==> src/rtl/pwm_level_decoder_if.sv <==
// Signal bundle between the LED-link GPIO input side and the level decoder.
// The master drives the stream and enable; the slave returns the decoded level and status.
interface pwm_level_decoder_if;
    logic       pwm_in;
    logic       enable;
    logic [3:0] level;
    logic       level_valid;
    logic       level_changed;
    logic       stuck_high;
    logic       window_done;

    modport master (
        output pwm_in,
        output enable,
        input  level,
        input  level_valid,
        input  level_changed,
        input  stuck_high,
        input  window_done
    );

    modport slave (
        input  pwm_in,
        input  enable,
        output level,
        output level_valid,
        output level_changed,
        output stuck_high,
        output window_done
    );
endinterface

==> src/rtl/pwm_level_decoder.sv <==
// Recovers the 4-bit LED level from a pulse-density stream.
// High cycles are counted over free-running windows, and a level is published only once it repeats across windows.
module pwm_level_decoder #(
    parameter int WIN_SHIFT  = 0,
    parameter int STABLE_CNT = 2
) (
    input  logic              CLOCK_50,
    input  logic              reset,
    pwm_level_decoder_if.slave bus
);
    localparam int WIN_LEN = 16 << WIN_SHIFT;
    localparam int CNT_W   = WIN_SHIFT + 4;
    localparam int HC_W    = WIN_SHIFT + 5;

    localparam logic [CNT_W-1:0] WIN_LAST   = CNT_W'(WIN_LEN - 1);
    localparam logic [HC_W-1:0]  WIN_FULL   = HC_W'(WIN_LEN);
    localparam logic [HC_W-1:0]  RAW_MAX    = HC_W'(15);
    localparam logic [2:0]       STABLE_MIN = 3'(STABLE_CNT);

    logic             sync_meta_q, sync_meta_d;
    logic             pwm_s_q, pwm_s_d;
    logic [CNT_W-1:0] win_cnt_q, win_cnt_d;
    logic [HC_W-1:0]  high_cnt_q, high_cnt_d;
    logic [3:0]       raw_prev_q, raw_prev_d;
    logic [2:0]       run_q, run_d;
    logic [3:0]       level_q, level_d;
    logic             level_valid_q, level_valid_d;
    logic             level_changed_q, level_changed_d;
    logic             stuck_high_q, stuck_high_d;
    logic             window_done_q, window_done_d;

    logic [HC_W-1:0]  total;
    logic [HC_W-1:0]  scaled;
    logic [3:0]       raw;
    logic [2:0]       run_new;

    // Window-end quantities are computed every cycle; only the last cycle of a window uses them.
    always_comb begin
        total   = high_cnt_q + HC_W'(pwm_s_q);
        scaled  = total >> WIN_SHIFT;
        raw     = (scaled > RAW_MAX) ? 4'hF : scaled[3:0];
        run_new = 3'd1;
        if ((raw == raw_prev_q) && (run_q != 3'd0)) begin
            run_new = (run_q == 3'd7) ? 3'd7 : run_q + 3'd1;
        end
    end

    always_comb begin
        sync_meta_d     = bus.pwm_in;
        pwm_s_d         = sync_meta_q;
        win_cnt_d       = win_cnt_q;
        high_cnt_d      = high_cnt_q;
        raw_prev_d      = raw_prev_q;
        run_d           = run_q;
        level_d         = level_q;
        level_valid_d   = level_valid_q;
        level_changed_d = 1'b0;
        stuck_high_d    = stuck_high_q;
        window_done_d   = 1'b0;

        if (!bus.enable) begin
            // Clearing run means a re-enabled measurement must earn stability from scratch.
            win_cnt_d  = '0;
            high_cnt_d = '0;
            run_d      = 3'd0;
        end else if (win_cnt_q == WIN_LAST) begin
            win_cnt_d     = '0;
            high_cnt_d    = '0;
            stuck_high_d  = (total == WIN_FULL);
            window_done_d = 1'b1;
            raw_prev_d    = raw;
            run_d         = run_new;
            if (run_new >= STABLE_MIN) begin
                level_d         = raw;
                level_valid_d   = 1'b1;
                level_changed_d = !level_valid_q || (raw != level_q);
            end
        end else begin
            win_cnt_d  = win_cnt_q + CNT_W'(1);
            high_cnt_d = total;
        end
    end

    always_ff @(posedge CLOCK_50 or negedge reset) begin
        if (!reset) begin
            sync_meta_q     <= 1'b0;
            pwm_s_q         <= 1'b0;
            win_cnt_q       <= '0;
            high_cnt_q      <= '0;
            raw_prev_q      <= 4'd0;
            run_q           <= 3'd0;
            level_q         <= 4'd0;
            level_valid_q   <= 1'b0;
            level_changed_q <= 1'b0;
            stuck_high_q    <= 1'b0;
            window_done_q   <= 1'b0;
        end else begin
            sync_meta_q     <= sync_meta_d;
            pwm_s_q         <= pwm_s_d;
            win_cnt_q       <= win_cnt_d;
            high_cnt_q      <= high_cnt_d;
            raw_prev_q      <= raw_prev_d;
            run_q           <= run_d;
            level_q         <= level_d;
            level_valid_q   <= level_valid_d;
            level_changed_q <= level_changed_d;
            stuck_high_q    <= stuck_high_d;
            window_done_q   <= window_done_d;
        end
    end

    assign bus.level         = level_q;
    assign bus.level_valid   = level_valid_q;
    assign bus.level_changed = level_changed_q;
    assign bus.stuck_high    = stuck_high_q;
    assign bus.window_done   = window_done_q;
endmodule

==> src/flat_wrapper.sv <==
// flat-port wrapper written by rule: the top's interface ports become plain ports
module pwm_level_decoder_flat 
#(
    parameter int WIN_SHIFT  = 0,
    parameter int STABLE_CNT = 2
)
  (CLOCK_50, reset, bus_pwm_in, bus_enable, bus_level, bus_level_valid, bus_level_changed, bus_stuck_high, bus_window_done);
  pwm_level_decoder_if bus_i ();
  input  logic CLOCK_50;
  input  logic reset;
  input wire logic [$bits(bus_i.pwm_in)-1:0] bus_pwm_in;
  input wire logic [$bits(bus_i.enable)-1:0] bus_enable;
  output wire logic [$bits(bus_i.level)-1:0] bus_level;
  output wire logic [$bits(bus_i.level_valid)-1:0] bus_level_valid;
  output wire logic [$bits(bus_i.level_changed)-1:0] bus_level_changed;
  output wire logic [$bits(bus_i.stuck_high)-1:0] bus_stuck_high;
  output wire logic [$bits(bus_i.window_done)-1:0] bus_window_done;
  assign bus_i.pwm_in = bus_pwm_in;
  assign bus_i.enable = bus_enable;
  assign bus_level = bus_i.level;
  assign bus_level_valid = bus_i.level_valid;
  assign bus_level_changed = bus_i.level_changed;
  assign bus_stuck_high = bus_i.stuck_high;
  assign bus_window_done = bus_i.window_done;
  pwm_level_decoder #(.WIN_SHIFT(WIN_SHIFT), .STABLE_CNT(STABLE_CNT)) u_core (.CLOCK_50(CLOCK_50), .reset(reset), .bus(bus_i));
endmodule
==> config.mk <==
export PLATFORM = sky130hd
export DESIGN_NAME = pwm_level_decoder_flat
export DESIGN_NICKNAME = d
export VERILOG_FILES = /design/src/rtl/pwm_level_decoder_if.sv /design/src/rtl/pwm_level_decoder.sv /design/src/flat_wrapper.sv
export SDC_FILE = /design/constraint.sdc
export NUM_CORES = 1
export LEC_CHECK = 0
export CAP_MARGIN = 0
export CORE_MARGIN = 2
export CORE_UTILIZATION = 55
export DETAILED_ROUTE_END_ITERATION = 8
export DONT_BUFFER_PORTS = 1
export PLACE_DENSITY = 0.81
export SLEW_MARGIN = 20
export SYNTH_ARGS = -nofsm -noshare
export SYNTH_HDL_FRONTEND = slang
export SYNTH_SLANG_ARGS = --single-unit
==> constraint.sdc <==
create_clock -name CLOCK_50 -period 2.8 [get_ports CLOCK_50]
set_input_delay 0.84 -clock CLOCK_50 [delete_from_list [all_inputs] [get_ports CLOCK_50]]
set_output_delay 0.84 -clock CLOCK_50 [all_outputs]
set_load 0.02 [all_outputs]
Word-level counts from Yosys, hierarchy flattened
Cells that the tools add are included.
Widths: inputs -> output; s select.
{ "totals": {"register_bits": 26, "input_bits": 4} }
{ "op_classes": {"n_addsub": 3, "magnitude_cmp": 2, "eq_ne": 6, "n_mux": 14, "n_reduce_logical": 6} }
{ "op_table": {"columns": ["cell", "count"], "rows": [
  ["$mux 3", 4],
  ["$mux 4", 3],
  ["$mux 5", 2],
  ["$add 5x1->5", 1],
  ["$eq 5x5->1 const B", 1],
  ["$gt 5x4->1 const B", 1],
  ["$mux 1", 5],
  ["$add 4x1->4 const B", 1],
  ["$eq 4x4->1", 1],
  ["$eq 4x4->1 const B", 1],
  ["$ne 4x4->1", 1],
  ["$add 3x1->3 const B", 1],
  ["$eq 3x3->1 const B", 1],
  ["$ge 3x2->1 const B", 1],
  ["$reduce_and 3->1", 1],
  ["$reduce_bool 3->1", 1],
  ["$ne 2x1->1 const B", 1],
  ["$reduce_and 2->1", 1],
  ["$logic_and 1x1->1", 1],
  ["$logic_not 1->1", 1],
  ["$logic_or 1x1->1", 1]
]} }

Depth between registers and ports, before layout
Gate-level depths: netlist of the first run.
{ "depth": {"ltp_word": 10, "depth_mapped": 9, "ltp_nobuf": 8} }

Worst setup path after synthesis of the first run
Ideal clock, no wire load.
{ "synth_timing": {"kind": "reg-to-reg", "start": "reg u_core.high_cnt_q[0]", "end": "reg u_core.level_q[1] (netlist: u_core.bus.level[1])", "setup_time_ns": 0.125, "arrival_time_ns": 2.135, "required_time_ns": 2.675, "path_slack_ns": 0.540, "stages_incl_launch_ff": 10, "path_buffers": 2, "path_cell_list": "dfrtp_1 > ha_1 > ha_1 > buf_4 > and3_4 > mux2_4 > xor2_2 > and4_1 > buf_6 > mux2_4"} }
{ "synth_via": {"elab_chain_len": 8} }
{ "synth_lines": {"columns": ["item", "line", "text"], "rows": [
  ["start: declaration", "pwm_level_decoder.sv:23", "logic [HC_W-1:0] high_cnt_q, high_cnt_d;"],
  ["start signal: assignment", "pwm_level_decoder.sv:101", "high_cnt_q <= high_cnt_d;"],
  ["$add 5x1->5 *", "pwm_level_decoder.sv:39", "total = high_cnt_q + HC_W'(pwm_s_q);"],
  ["$gt 5x4->1", "pwm_level_decoder.sv:41", "raw = (scaled > RAW_MAX) ? 4'hF : scaled[3:0];"],
  ["$mux 4 *", "pwm_level_decoder.sv:41", null],
  ["$eq 4x4->1", "pwm_level_decoder.sv:43", "if ((raw == raw_prev_q) && (run_q != 3'd0)) begin"],
  ["$logic_and 1x1->1", "pwm_level_decoder.sv:43", null],
  ["$mux 3", "pwm_level_decoder.sv:43", null],
  ["$ge 3x2->1", "pwm_level_decoder.sv:73", "if (run_new >= STABLE_MIN) begin"],
  ["$reduce_and 3->1 (no source line)", null, null],
  ["end signal: assignment", "pwm_level_decoder.sv:104", "level_q <= level_d;"],
  ["end: declaration", "pwm_level_decoder.sv:26", "logic [3:0] level_q, level_d;"]
]} }
Every way passes the cells marked *; elsewhere a longest branch is shown, timed or not.
A chain may end at the register's enable or synchronous reset.

Final worst setup path of the first run
Same ends and word-level chain as after synthesis.

==> results of run 1 <==
-- power groups by stage --
stage          sequential [W]  combinational [W]  clock (W)
2_1_floorplan        0.000394          0.0000405          0
3_3_place_gp         0.000395          0.0000446          0
3_5_place_dp         0.000396          0.0000477          0
4_1_cts              0.000389          0.0000479   0.000158
5_1_grt              0.000389          0.0000537   0.000171
6_report             0.000389          0.0000473   0.000151
-- placed cells by master (no fill, tap or decap), types with 2 or more instances in the layout --
cell and instances:
nand2_1 10, nor3_1 4, o21ai_0 4, inv_1 6, xor2_1 3, mux2_4 2
nand3_1 3, and3_1 3, nand2b_1 2, nand4_1 2, ha_1 5, xnor2_1 10
and2_1 3, nor2_1 9, clkbuf_4 3, mux2i_1 4, a21o_1 2, a21oi_1 2
nor2b_1 2, dfrtp_1 26
-- layout make-up --
| type | count | area (um^2) |
|---|---|---|
| clock buffer | 3 | 22.5 |
| fill | 209 | 1030 |
| sequential | 26 | 651 |
| timing repair buffer | 1 | 7.51 |
| tap | 30 | 37.5 |
| inverter | 6 | 22.5 |
| multi-input combinational | 89 | 664 |
-- registers in the layout, summed over array words and instances (netlist names) --
register                  cells
u_core.run_q                  3
u_core.bus.level_valid        1
u_core.bus.window_done        1
u_core.pwm_s_d                1
u_core.win_cnt_q              4
u_core.bus.level_changed      1
u_core.pwm_s_q                1
u_core.high_cnt_q             5
u_core.bus.stuck_high         1
u_core.bus.level              4
u_core.raw_prev_q             4
-- kinds of logic after synthesis --
family          synth area share (%)
compound gates                  8.87
xor+xnor                        9.41
fa+ha+maj                       4.52
buf+inv                         4.89
flops                           47.1
mux                             7.51
simple gates                    17.7
-- stage by stage --
| stage | cells | hold slack, ns | total power, W | cell area (um^2) |
|---|---|---|---|---|
| 3_3_place_gp | 152 | 0.350 | 0.000440 | 1380 |
| 3_5_place_dp | 152 | 0.341 | 0.000444 | 1380 |
| 2_1_floorplan | 126 | 0.331 | 0.000435 | 1380 |
| 5_1_grt | 155 | 0.167 | 0.000615 | 1410 |
| 6_report | 155 | 0.204 | 0.000586 | 1410 |
| 4_1_cts | 155 | 0.190 | 0.000594 | 1410 |
-- metal layers --
layer  part of all wire, %  vias to the layer above  wire, um
li1                      -                      432         -
met1                    46                      433      1050
met2                    50                       10      1140
met3                   2.5                        5        57
met4                   1.2                        0        28
met5                     0                        -         0
-- worst max-delay path: cells and delay by family, from the launching register on --
| family | cells | cell delay, ns |
|---|---|---|
| adders and majority gates | 2 | 0.53 |
| DFF | 1 | 0.36 |
| muxes | 2 | 0.66 |
| and+or+nand+nor | 2 | 0.66 |
| xor gates and xnor gates | 1 | 0.17 |
-- how the worst max path moves through the flow --
| stage | cells after the start | slack [ns] | to | startpoint |
|---|---|---|---|---|
| 2_1_floorplan | 9 | 0.54 | u_core.bus.level[1] | u_core.high_cnt_q[0] |
| 3_3_place_gp | 7 | 0.40 | u_core.bus.level[1] | u_core.high_cnt_q[0] |
| 3_5_place_dp | 7 | 0.35 | u_core.bus.level[1] | u_core.high_cnt_q[0] |
| 4_1_cts | 7 | 0.33 | u_core.bus.level[1] | u_core.high_cnt_q[0] |
| 5_1_grt | 7 | 0.17 | u_core.bus.level[1] | u_core.high_cnt_q[0] |
| 6_report | 7 | 0.33 | u_core.bus.level[1] | u_core.high_cnt_q[0] |
==> out/results.ini, run 1 <==
[run_status]
status = finished clean

[power_and_ir_drop]
ir_worst_vdd_mv = 0.347
pwr-share-clk_pct = 25.7
p_per_area_mw_per_mm2 = 417
power_frac_seq_pct = 66.3
switching_share_pct = 22.4
p_sw_w = 0.000131
combinationalPowerShare_pct = 8.1
p_int_w = 0.000455
power_leakage_nw = 0.647

[critical_path]
critPathSlowestCell = dfrtp_1
reg2reg_depth = 7
crit_type = reg -> reg
r2r_slack_ns = 0.33
end_kind = flip-flop
critPathMaxFanout = 8
slowest_delay_ns = 0.36
arrival_ns = 2.68
startpoint_type = flip-flop
r2r-start = u_core.high_cnt_q[0]
crit_required_ns = 3.01
rr_endpoint = u_core.bus.level[1]
path_cells = ha_1 > ha_1 > and3_4 > mux2_4 > xor2_2 > and4_1 > mux2_4

[placement]
place_congestion = 0.789
place_hpwl_um = 1760
numPortBuffers = 0
post-place-ws_ns = 0.351

[synth]
synth_top_area_share_pct = 47.1
syn_area_per_cell_um2 = 11.0
synth-main-ff-cell = dfrtp_1
synth.top_cells.by_count = 26 x dfrtp_1, 10 x nand2_1, 10 x xnor2_1
synth.most_common_cell = dfrtp_1
ys_ff_latch = 26
yosysSeqAreaShare_pct = 47.1
syn_inst = 126
syn_area_mm2 = 0.00138
synth_edf_count = 0
synth_top_cell_by_area = dfrtp_1
ys_types = 41
syn_nets = 135
synth_area_leaders = dfrtp_1 47%, xnor2_1 6.3%, ha_1 4.5%
async_flop_share_pct = 100
yosys_warnings = 0

[final_layout]
drive_gt1_share_pct = 12.8
syn_to_final_growth_pct = 1.63
finalCoreUtilization_pct = 57.8
nets = 136
antenna_cells = 0

[clocking]
cts_resized = 0
root_buffer = clkbuf_4
clock_path_buffers = 2
cts_buffers = 3
post-cts-setup-buffers = 0
clk_pin_slew_ns = 0.13
clock_latency_ns = 0.31
cts_tree = built
ctsHtreeMaxLevel = 1
cts_hold_buf = 0
clock_sinks = 26

[global_routing]
use_met3_pct = 3.89
grt.overflow.total = 0
antenna_found_initial = 0
grt_pass1_vias = 877
top_usage_layer = met2
met2_usage_pct = 30.1
grt_first_pass_wirelength_um = 3950
grt_max_degree = 27
track_usage_pct = 18.8
use_met1_pct = 24.7

[routing]
vias_per_cell = 5.68
drc = 0
dr.pass1.iters = 3
antenna_left = 0
drt-initial-drc-count = 9
vias = 880
wire_per_inst_um = 14.7
drt_wl_total_um = 2280

[sta]
worst_slack_ns = 0.330
tightest_slew_ns = 0.389
finalCritPeriodShare_pct = 88.2
slew_viol_final = 0
max-slew-margin-rel_pct = 74.0
finalHoldViolations = 0
fin_setup_tns_ns = 0
fin_crit_ns = 2.47
rsz0062_at_grt = false
timing.fmax_mhz = 405
skew_ns = 0.00339
setup_viol = 0

[die]
fp.coreArea_mm2 = 0.00243
row_count = 18
design.die.area_mm2 = 0.00293
dieWidth_um = 54.1
die_y_um = 54.1
ios = 12
start_util_pct = 56.8

[flow_run]
maxCapViolCount = 0

[min_path]
hold_path_class = in -> async

Note: power is estimated with default switching activity, not from simulation.
==> run 2: changes to the inputs <==
==> constraint.sdc (replaced) <==
create_clock -name CLOCK_50 -period 2.8 [get_ports CLOCK_50]
set_input_delay 0.28 -clock CLOCK_50 [delete_from_list [all_inputs] [get_ports CLOCK_50]]
set_output_delay 0.28 -clock CLOCK_50 [all_outputs]
set_load 0.02 [all_outputs]
==> run 2 against run 1 <==
  * Clock skew about the same
  * Clock power about the same
  * Count of clock-buffer cells in the layout unchanged
  * Combinational power increased by 26%
  * First-iteration DRC count unchanged
  * Non-clock buffer count increased by 3
  * Largest cell class unchanged
  * Highest routed layer unchanged
==> out/results.ini, run 2 (synthesis gave the netlist of run 1 again) <==
[sta]
finalHoldViolations = 0
setup_viol = 0
timing.fmax_mhz = 405
skew_ns = 0.00334
rsz0062_at_grt = false
fin_crit_ns = 2.47
worst_slack_ns = 0.330
slew_viol_final = 0
max-slew-margin-rel_pct = 74.0
finalCritPeriodShare_pct = 88.2
tightest_slew_ns = 0.389
fin_setup_tns_ns = 0

[routing]
drc = 0
drt_wl_total_um = 2310
antenna_left = 0
vias_per_cell = 5.66
dr.pass1.iters = 3
vias = 895
drt-initial-drc-count = 9
wire_per_inst_um = 14.6

[global_routing]
track_usage_pct = 19.0
grt.overflow.total = 0
grt_max_degree = 27
grt_first_pass_wirelength_um = 4010
antenna_found_initial = 0
grt_pass1_vias = 881

[flow_run]
maxCapViolCount = 0

[final_layout]
layout_commonest_cell = dfrtp_1
design_area_mm2 = 0.00145
syn_to_final_growth_pct = 4.53
regMostFlops = u_core.high_cnt_q
finalCoreUtilization_pct = 59.4
layout_common_cells = 26 x dfrtp_1, 10 x nand2_1, 10 x xnor2_1
nets = 139
drive_gt1_share_pct = 13.3
largest_register_ffs = 5
antenna_cells = 0
fillers = 205
regArea_um2 = 651
multiInputGateArea_um2 = 664

[die]
row_count = 18
dieWidth_um = 54.1
start_util_pct = 56.8
die_y_um = 54.1
ios = 12
fp.coreArea_mm2 = 0.00243
design.die.area_mm2 = 0.00293

[clocking]
cts_tree = built
clk_pin_slew_ns = 0.13
ctsHtreeMaxLevel = 1
clock_sinks = 26
clock_latency_ns = 0.31
cts_resized = 0
cts_buffers = 3
root_buffer = clkbuf_4
post-cts-setup-buffers = 0
clock_path_buffers = 2

[critical_path]
end_kind = flip-flop
crit_required_ns = 3.01
crit_type = reg -> reg
arrival_ns = 2.68
critPathMaxFanout = 8
startpoint_type = flip-flop

[placement]
place_hpwl_um = 1760
placed_area_mm2 = 0.00138
numPortBuffers = 0
place_congestion = 0.789
post-place-ws_ns = 0.351

[run_status]
status = finished clean

[power_and_ir_drop]
ir_worst_vdd_mv = 0.348
p_per_area_mw_per_mm2 = 414
power_leakage_nw = 0.665
power_w = 0.000598

[min_path]
hold_path_class = in -> reg

==> run 2: cell types whose count changed in the layout (fill, tap and decap cells not counted) <==
cell	previous run	this run
buf_12	0	1
dlygate4sd3_1	0	2
==> run 2: layout make-up <==
type / count / share of cell area (%)
clock buffers: 3 / 1.56
inverters: 6 / 1.56
multi-input cells: 89 / 46.0
flip-flops and latches: 26 / 45.0
well taps: 30 / 2.60
repair buffers: 4 / 3.29
==> run 2: repair_timing <==
item,CTS,global route
hold endpoints to repair,27,0
hold buffers,3,0
endpoints found under the setup margin,0,0
==> run 2: routing by layer <==
layer | global-route usage, % | share of wire (%)
met1 | 25.2 | 46
met4 | 7.08 | 1.2
met5 | 0 | 0
met2 | 30.5 | 50
met3 | 3.89 | 2.5
==> run 2: report_power, final <==
| group | leakage (nW) | switching (W) | internal, W | total [W] |
|---|---|---|---|---|
| logic | 0.312 | 0.0000332 | 0.0000264 | 0.0000596 |
| registers | 0.339 | 0.00000520 | 0.000383 | 0.000388 |
| clock network | 0.0138 | 0.000100 | 0.0000503 | 0.000150 |
==> run 2: stage by stage <==
step / hold slack, ns / cells
global route: 0.0587 / 158
floorplan: -0.0156 / 126
global placement: -0.0151 / 152
finish: 0.0634 / 158
CTS: 0.0552 / 158
detailed placement: -0.0151 / 152
==> run 2: final timing paths <==
| path | startpoint | to | slack [ns] | cells after the start |
|---|---|---|---|---|
| setup / recovery | u_core.high_cnt_q[0] | u_core.bus.level[1] | 0.33 | 7 |
| hold / removal | bus_enable | u_core.run_q[2] | 0.06 | 2 |
| setup reg to reg | u_core.high_cnt_q[0] | u_core.bus.level[1] | 0.33 | 7 |
| hold reg to reg | u_core.pwm_s_d | u_core.pwm_s_q | 0.37 | 0 |
| max in group asynchronous | reset | u_core.run_q[1] | 2.27 | 2 |
| min in group asynchronous | reset | u_core.high_cnt_q[2] | 0.38 | 2 |
==> run 2: critical path: stages, from the launching register on <==
cell,delay [ns]
dfrtp_1,0.36
ha_1,0.18
ha_1,0.34
and3_4,0.30
mux2_4,0.34
xor2_2,0.17
and4_1,0.36
mux2_4,0.32
==> run 3: changes to the inputs <==
==> constraint.sdc (replaced) <==
create_clock -name CLOCK_50 -period 2.4 [get_ports CLOCK_50]
set_input_delay 0.24 -clock CLOCK_50 [delete_from_list [all_inputs] [get_ports CLOCK_50]]
set_output_delay 0.24 -clock CLOCK_50 [all_outputs]
set_load 0.02 [all_outputs]
==> run 3 against run 2 <==
  * Wire length grew 3.5%
  * Critical path depth unchanged
  * Power up 25%
  * Die area did not move
  * Worst setup slack lost 0.15 ns
  * Clock skew grew 0.0047 ns
  * First-iteration DRC count is 22% higher
  * Design area rose by 3.5%
  * Critical path type unchanged
  * Critical endpoint unchanged
  * Largest cell class unchanged
==> out/results.ini, run 3 (synthesis gave the netlist of run 1 again) <==
[sta]
whs_ns = 0.0393
rsz0062_at_grt = false
tightest_slew_ns = 0.357
slew_viol_final = 0
skew_ns = 0.00804
fin_setup_tns_ns = 0
fin_crit_ns = 2.22
setup_viol = 0
finalHoldViolations = 0
timing.fmax_mhz = 450
finalCritPeriodShare_pct = 92.5
max-slew-margin-rel_pct = 76.0

[min_path]
min_path_cells = 1
whs_endpoint = u_core.win_cnt_q[1]
min_from = bus_enable
hold_path_class = in -> reg

[placement]
placed_area_mm2 = 0.00139
placedCellCount = 153
numPortBuffers = 0
place_congestion = 0.792
place_hpwl_um = 1630

[global_routing]
track_usage_pct = 18.4
grt.overflow.total = 0
grt_max_degree = 27
grt_pass1_vias = 812
antenna_found_initial = 0
grt_first_pass_wirelength_um = 3790

[final_layout]
drive_gt1_share_pct = 16.8
antenna_cells = 0
multiInputGateArea_um2 = 684
finalNonFillerCells = 161
fillers = 200
regArea_um2 = 651
nets = 141
design_area_mm2 = 0.00150
finalCoreUtilization_pct = 61.5
regMostFlops = u_core.high_cnt_q
layout_commonest_cell = dfrtp_1
largest_register_ffs = 5
syn_to_final_growth_pct = 8.24
layout_common_cells = 26 x dfrtp_1, 10 x nand2_1, 10 x xnor2_1

[routing]
drc = 0
vias_per_cell = 5.53
antenna_left = 0
vias = 891
drt-initial-drc-count = 11
dr.pass1.iters = 5
wire_per_inst_um = 14.9
drt_wl_total_um = 2400

[critical_path]
cpMostUsedCell = mux2_4
critPathSlowestCell = dfrtp_1
arrival_ns = 2.45
crit_type = reg -> reg
r2r-start = u_core.high_cnt_q[0]
path_cells = ha_1 > ha_4 > and3_4 > mux2_4 > xor2_2 > and4_2 > mux2_4
slowest_delay_ns = 0.39
reg2reg_depth = 7
startpoint_type = flip-flop
cpLargestDelayFamily = multiplexers
critPathMaxFanout = 8
rr_endpoint = u_core.bus.level[1]
path_buf_inv = 0
end_kind = flip-flop
crit_path_start = u_core.high_cnt_q[0]
r2r_slack_ns = 0.18
crit_required_ns = 2.63

[die]
dieWidth_um = 54.1
start_util_pct = 56.8
die_y_um = 54.1
fp.coreArea_mm2 = 0.00243
row_count = 18
ios = 12
design.die.area_mm2 = 0.00293

[clocking]
clock_sinks = 26
cts_tree = built
cts_buffers = 3
clock_latency_ns = 0.33
clock_path_buffers = 2
clk_pin_slew_ns = 0.14
root_buffer = clkbuf_4
ctsHtreeMaxLevel = 1

[power_and_ir_drop]
p_per_area_mw_per_mm2 = 501
ir_worst_vdd_mv = 0.479
power_leakage_nw = 0.680

[flow_run]
maxCapViolCount = 0

[run_status]
status = finished clean

==> run 3: changes by cell type in the layout (fill, tap and decap cells not counted) <==
cell | previous run | this run
and4_1 | 1 | 0
and4_2 | 0 | 1
buf_4 | 1 | 2
clkbuf_8 | 0 | 1
dlygate4sd3_1 | 2 | 3
ha_1 | 5 | 4
ha_4 | 0 | 1
nor4_1 | 1 | 0
nor4_2 | 0 | 1
==> run 3: worst max path at each step <==
stage                     endpoint  cells after the start
6_report       u_core.bus.level[1]                      7
5_1_grt        u_core.bus.level[1]                      7
4_1_cts        u_core.bus.level[1]                      7
3_5_place_dp   u_core.bus.level[1]                      7
3_3_place_gp   u_core.bus.level[1]                      7
2_1_floorplan  u_core.bus.level[1]                      9
==> run 3: through the flow <==
step | total power [W] | setup slack, ns
after floorplan | 0.000507 | 0.140
after global routing | 0.000793 | 0.0406
final | 0.000750 | 0.179
after global placement | 0.000514 | 0.0882
after detailed placement | 0.000516 | 0.0180
after CTS | 0.000751 | 0.0798
==> run 3: cell type report <==
type	count	share of cell area (%)
Clock buffer	4	2.42
Inverter	6	1.51
Multi-Input combinational cell	89	45.7
Sequential cell	26	43.5
Tap cell	30	2.51
Timing Repair Buffer	6	4.35
==> run 3: worst register-to-register path: cells and delay by family, from the launching register on <==
| kind | cells | cell delay [ns] |
|---|---|---|
| XOR/XNOR | 1 | 0.17 |
| adder cells (fa/ha/maj) | 2 | 0.45 |
| flip-flops | 1 | 0.39 |
| multiplexers | 2 | 0.65 |
| AND/OR/NAND/NOR | 2 | 0.48 |
==> run 3: routing by layer <==
layer  GRT usage, %  part of all wire, %  wire, um
met1           26.2                   45      1090
met2           27.9                   51      1220
met3           3.61                  2.0        47
met4           6.25                  1.9        46
met5              0                    0         0
==> run 3: power by group <==
| part | leakage, nW | internal, W | switching, W | total, W |
|---|---|---|---|---|
| logic | 0.320 | 0.0000344 | 0.0000401 | 0.0000744 |
| registers | 0.339 | 0.000447 | 0.00000717 | 0.000454 |
| clock network | 0.0210 | 0.0000930 | 0.000128 | 0.000221 |
==> run 3: what timing repair did <==
action	in CTS	in global routing
buffers inserted	0	0
resized for setup	1	3
endpoints found under the hold margin	27	1
gates cloned	0	0
setup endpoints to repair	1	3
hold buffers	3	1
